===== src/rtl/seq_accumulator_pkg.sv =====
// Shared types and sizing helpers for the sequential accumulator.
package seq_accumulator_pkg;

   typedef enum logic [1:0] {
      IDLE   = 2'd0,
      ACCUM  = 2'd1,
      FINISH = 2'd2
   } state_t;

   // Wide enough to hold NUM_OPS full-scale unsigned operands without overflow.
   function automatic int default_sum_width(input int width, input int num_ops);
      return width + $clog2(num_ops);
   endfunction

   function automatic int step_width(input int num_ops);
      return (num_ops < 2) ? 1 : $clog2(num_ops);
   endfunction

endpackage


===== src/rtl/rising_edge_detect.sv =====
// Single-cycle rising-edge detector. The history register resets high so a
// level already asserted when reset releases is not reported as an edge.
module rising_edge_detect (
   input  logic clk,
   input  logic reset,
   input  logic in,
   output logic rise
);

   logic in_reg;

   always_ff @(posedge clk) begin
      if (reset) begin
         in_reg <= 1'b1;
      end else begin
         in_reg <= in;
      end
   end

   assign rise = in & ~in_reg;

endmodule


===== src/rtl/seq_accumulator.sv =====
// Multi-cycle accumulator: a trigger edge folds NUM_OPS operands into sum, one per clock.
// Define SEQ_ACCUMULATOR_SATURATE_EN to clamp every step to 0..2^SUM_WIDTH-1.
module seq_accumulator
   import seq_accumulator_pkg::*;
#(
   parameter int WIDTH     = 16,
   parameter int NUM_OPS   = 3,
   parameter int SUM_WIDTH = default_sum_width(WIDTH, NUM_OPS)
) (
   input  logic                     clk,
   input  logic                     reset,
   input  logic                     trigger,
   input  logic [NUM_OPS*WIDTH-1:0] operands,
   input  logic [NUM_OPS-1:0]       sub_mask,
   output logic [SUM_WIDTH-1:0]     sum,
   output logic                     busy,
   output logic                     done,
   output logic                     overrun
);

   localparam int STEP_W = step_width(NUM_OPS);
   localparam logic [STEP_W-1:0] LAST_STEP = STEP_W'(NUM_OPS - 1);

   state_t               state_reg, state_next;
   logic [STEP_W-1:0]    step_reg, step_next;
   logic [SUM_WIDTH-1:0] sum_reg, sum_next;
   logic                 busy_reg, busy_next;
   logic                 done_reg, done_next;
   logic                 overrun_reg, overrun_next;

   logic                 rise;
   logic [SUM_WIDTH-1:0] op_ext [NUM_OPS];
   logic [SUM_WIDTH-1:0] cur_op;
   logic                 cur_sub;
   logic [SUM_WIDTH-1:0] step_result;

   rising_edge_detect u_edge (
      .clk   (clk),
      .reset (reset),
      .in    (trigger),
      .rise  (rise)
   );

   genvar gi;
   generate
      for (gi = 0; gi < NUM_OPS; gi++) begin : g_unpack
         assign op_ext[gi] = SUM_WIDTH'(operands[gi*WIDTH +: WIDTH]);
      end
   endgenerate

   assign cur_op  = op_ext[step_reg];
   assign cur_sub = sub_mask[step_reg];

`ifdef SEQ_ACCUMULATOR_SATURATE_EN
   logic [SUM_WIDTH:0] add_full;
   logic [SUM_WIDTH:0] sub_full;

   assign add_full = {1'b0, sum_reg} + {1'b0, cur_op};
   assign sub_full = {1'b0, sum_reg} - {1'b0, cur_op};

   // The extra MSB is the carry on add and the borrow on subtract.
   always_comb begin
      step_result = add_full[SUM_WIDTH-1:0];
      if (cur_sub) begin
         step_result = sub_full[SUM_WIDTH] ? '0 : sub_full[SUM_WIDTH-1:0];
      end else if (add_full[SUM_WIDTH]) begin
         step_result = '1;
      end
   end
`else
   assign step_result = cur_sub ? (sum_reg - cur_op) : (sum_reg + cur_op);
`endif

   always_ff @(posedge clk) begin
      if (reset) begin
         state_reg   <= IDLE;
         step_reg    <= '0;
         sum_reg     <= '0;
         busy_reg    <= 1'b0;
         done_reg    <= 1'b0;
         overrun_reg <= 1'b0;
      end else begin
         state_reg   <= state_next;
         step_reg    <= step_next;
         sum_reg     <= sum_next;
         busy_reg    <= busy_next;
         done_reg    <= done_next;
         overrun_reg <= overrun_next;
      end
   end

   always_comb begin
      state_next   = state_reg;
      step_next    = step_reg;
      sum_next     = sum_reg;
      busy_next    = busy_reg;
      done_next    = 1'b0;
      overrun_next = 1'b0;

      case (state_reg)
         IDLE, FINISH: begin
            state_next = IDLE;
            // FINISH is not busy, so an edge there starts the next sequence.
            if (rise) begin
               sum_next   = op_ext[0];
               step_next  = STEP_W'(1);
               busy_next  = 1'b1;
               state_next = ACCUM;
            end
         end
         ACCUM: begin
            sum_next     = step_result;
            step_next    = step_reg + 1'b1;
            overrun_next = rise;
            if (step_reg == LAST_STEP) begin
               step_next  = '0;
               busy_next  = 1'b0;
               done_next  = 1'b1;
               state_next = FINISH;
            end
         end
         default: begin
            state_next = IDLE;
            busy_next  = 1'b0;
         end
      endcase
   end

   assign sum     = sum_reg;
   assign busy    = busy_reg;
   assign done    = done_reg;
   assign overrun = overrun_reg;

endmodule


===== config.mk =====
export PLATFORM = sky130hd
export DESIGN_NAME = seq_accumulator
export DESIGN_NICKNAME = d
export VERILOG_FILES = /design/src/rtl/seq_accumulator_pkg.sv /design/src/rtl/rising_edge_detect.sv /design/src/rtl/seq_accumulator.sv
export SDC_FILE = /design/constraint.sdc
export NUM_CORES = 1
export LEC_CHECK = 0
export ABC_AREA = 1
export CAP_MARGIN = 0
export CORE_MARGIN = 5
export CORE_UTILIZATION = 50
export CTS_BUF_LIST = sky130_fd_sc_hd__clkbuf_4
export DETAILED_ROUTE_END_ITERATION = 6
export PLACE_DENSITY = 0.8
export SLEW_MARGIN = 20
export SYNTH_ARGS = -nofsm -noshare
export SYNTH_HDL_FRONTEND = slang
export SYNTH_SLANG_ARGS = --single-unit

===== constraint.sdc =====
create_clock -name clk -period 4.1 [get_ports clk]
set_clock_uncertainty 0.2 [all_clocks]
set_input_delay 1.025 -clock clk [delete_from_list [all_inputs] [get_ports clk]]
set_output_delay 1.025 -clock clk [all_outputs]
set_load 0.005 [all_outputs]

==> summary.txt <==
STA
  • F_max: 253 MHz
  • WHS: 0.281 ns
  • Slew @ Worst Pin: 0.799 ns
  • Final hold vios: 0
  • Slew Limit Fails: 0
  • Final setup vio count: 0
  • Minimum clock period: 3.96 ns
  • Fin crit share: 96.5%
  • TNS Setup: 0 ns
  • Relative slew slack: 46.7%
  • PnR worst setup slack: 0.144 ns

Setup path
  • Critical path required time: 4.20 ns
  • Reg2reg start: step_reg[1]
  • Reg2Reg Setup Slack: 0.21 ns
  • CP endpoint kind: flop
  • Crit Path Max Fanout: 3
  • CP Data Arrival Time: 4.06 ns
  • Crit start category: input pin
  • R2r worst-path depth: 24
  • Crit path kind: in2reg
  • FF-to-FF End: sum[17]

Clock network
  • Reg clk slew, reported paths: 0.18 ns
  • Worst skew pair latency: 0.34 ns
  • Hold Buf Count CTS: 0
  • Clock sinks: 26
  • Clock buffer count from CTS: 3
  • Bufs on Longest Clock Path: 2
  • H-tree depth: 1
  • Root buffer cell: clkbuf_4
  • CTS tree: yes

Global route
  • Tot GR Track Use: 26.7%
  • First-pass GRT wire length: 16200 microns
  • Largest net degree at the start of global routing: 24
  • Vias in the first global route: 3420
  • Initial antenna violation count: 0
  • GR Overflow Total: 0

Synth
  • Mean post-synth cell area: 6.41 sq um
  • Sequential share of the synthesized area: 17.9%
  • Synth area leader: dfxtp_1
  • Synthesis-stage register bit count: 26
  • Synth top area share: 17.9%
  • Yosys cell types: 43
  • Gate Count Post-Synth: 454
  • Post-synth net total: 527
  • Dominant cells by area after synthesis: dfxtp_1 (18%), nand2_1 (12%), nand3_1 (8.3%)
  • Warnings from Yosys: 0
  • Cell area after synthesis: 2910 sq um

Drt
  • Post-DRT Antenna Nets: 0
  • Routed vias: 3613
  • Per-cell routed wire length: 16.0 microns
  • Total Wirelength: 10400 microns
  • Drt initial violations: 259
  • DRT Pass-1 Iters: 4
  • Vias per cell: 5.53
  • # DRC: 0

Finish
  • Share of cells above drive strength 1: 22.7%
  • Final nets: 655
  • Filler Cells Inserted: 451
  • N_diodes: 0
  • Finished Layout Cells: 653
  • Final instance area: 4290 sq um
  • Most frequent cells in the layout: nand2_1 (89), clkdlybuf4s50_1 (68), buf_4 (62), nor2_1 (48), nand3_1 (44)
  • Most common cell after layout, fill and taps aside: nand2_1
  • Synth-to-Final Area Change: 47.3%
  • Number of flip-flops in the largest register: 18

Flow run
  • Max-cap violations: 0

Floorplanning
  • Initial Util: 52.2%
  • Die area: 7440 sq um
  • IO Pins: 75
  • Num rows: 27
  • Core area: 5570 sq um
  • Die W: 86.3 microns
  • Die Span Y: 86.3 microns

Placed design
  • Port buffer count: 74
  • Post-DP HPWL: 7990 microns
  • Gpl congestion: 1.02
  • Pre-CTS setup slack: -0.362 ns
  • Post-DP Area: 4080 sq um
  • DP Cell Count: 645

Power and ir drop
  • Pwr Density: 323 nW/um^2
  • Worst VDD drop: 0.193 mV
  • Leak pwr: 2.01 nW

Hold path
  • Hold crit path type: reg2reg
  • Hold Crit Start: state_reg[0]
  • Min-Delay Path Depth: 1
  • Hold endpoint: busy

Status
  • Run status: completed
[power by group]
part | switching [mW] | leakage (nW) | total [mW] | internal (mW)
sequential | 0.0195 | 0.213 | 0.290 | 0.270
clock | 0.0946 | 0.0279 | 0.193 | 0.0988
combinational | 0.476 | 1.77 | 0.903 | 0.426
total | 0.590 | 2.01 | 1.39 | 0.796
[layout make-up]
| class | count | area [sq um] | share of cell area [%] |
|---|---|---|---|
| sequential | 26 | 520 | 12.1 |
| inverter | 50 | 208 | 4.85 |
| timing repair buffer | 137 | 1230 | 28.8 |
| clock buffer | 3 | 22.5 | 0.526 |
| multi-input combinational | 364 | 2180 | 50.9 |
| clock inverter | 1 | 30.0 | 0.701 |
| tap | 72 | 90.1 | 2.10 |
[synthesized netlist by cell type (all sizes together)]
library cell	count
nand2	98
nand3	63
nor2	62
inv	50
a21oi	36
o21ai	31
dfxtp	26
ha	18
xor2	16
nor3	10
buf	8
clkbuf	6
a31oi	4
xnor2	4
a211oi	3
nand3b	3
nand4	3
a21o	2
o21bai	2
a21boi	1
a221oi	1
fa	1
nor3b	1
nor4	1
o211ai	1
o221ai	1
o31ai	1
or2	1
[per-stage QoR]
| step | utilization [%] | power (mW) |
|---|---|---|
| after global routing | 76.9 | 1.49 |
| after global placement | 73.3 | 1.12 |
| after detailed placement | 73.3 | 1.13 |
| after floorplan | - | 0.763 |
| final | 76.9 | 1.39 |
| after CTS | 74.2 | 1.33 |
[kinds of logic (layout without fill, tap and decap cells)]
family	count (synthesis)	after routing	share of synthesized area [%]
buf+inv	64	191	10.5
fa+ha+maj	19	19	8.43
flops	26	26	17.9
compound gates	83	83	16.6
simple gates	242	242	40.6
xor+xnor	20	20	6.02
[what timing repair did]
action                     CTS  global route
setup endpoints to repair    0             8
hold endpoints to repair     0             0
buffers inserted             0             4
resized for setup            0            33
[metal layers]
layer / vias to the layer above / track usage, % / wire (microns)
met2: 176 / 44.4 / 4730
li1: 1768 / - / -
met4: 0 / 5.67 / 185
met5: - / 0 / 0
met1: 1653 / 36.6 / 4570
met3: 16 / 3.90 / 942
[worst max-delay path, stage by stage]
cell             delay (ns)
clkdlybuf4s50_1        0.46
nand2_2                0.10
nand3_2                0.08
inv_2                  0.10
nand3_4                0.09
nor3_4                 0.22
a21oi_2                0.10
nor2_2                 0.17
buf_6                  0.13
o21ai_4                0.05
xor2_1                 0.17
ha_1                   0.34
a21o_1                 0.21
nand3_1                0.06
nand2_1                0.08
a21oi_2                0.14
nand2_1                0.07
nor2_1                 0.13
inv_1                  0.06
nand3_2                0.07
nand3_2                0.06
a21oi_2                0.13
[how the worst max path moves through the flow]
| stage | slack (ns) | startpoint | cells past startpoint | to |
|---|---|---|---|---|
| floorplan | 0.38 | operands[17] | 21 | sum[17] |
| global placement | -0.30 | operands[0] | 23 | sum[17] |
| detailed placement | -0.36 | operands[0] | 23 | sum[17] |
| CTS | 0.006 | operands[0] | 23 | sum[17] |
| global route | -0.03 | step_reg[1] | 21 | sum[15] |
| finish | 0.14 | operands[2] | 22 | sum[17] |
No activity file was read; power rests on OpenSTA's default activity.
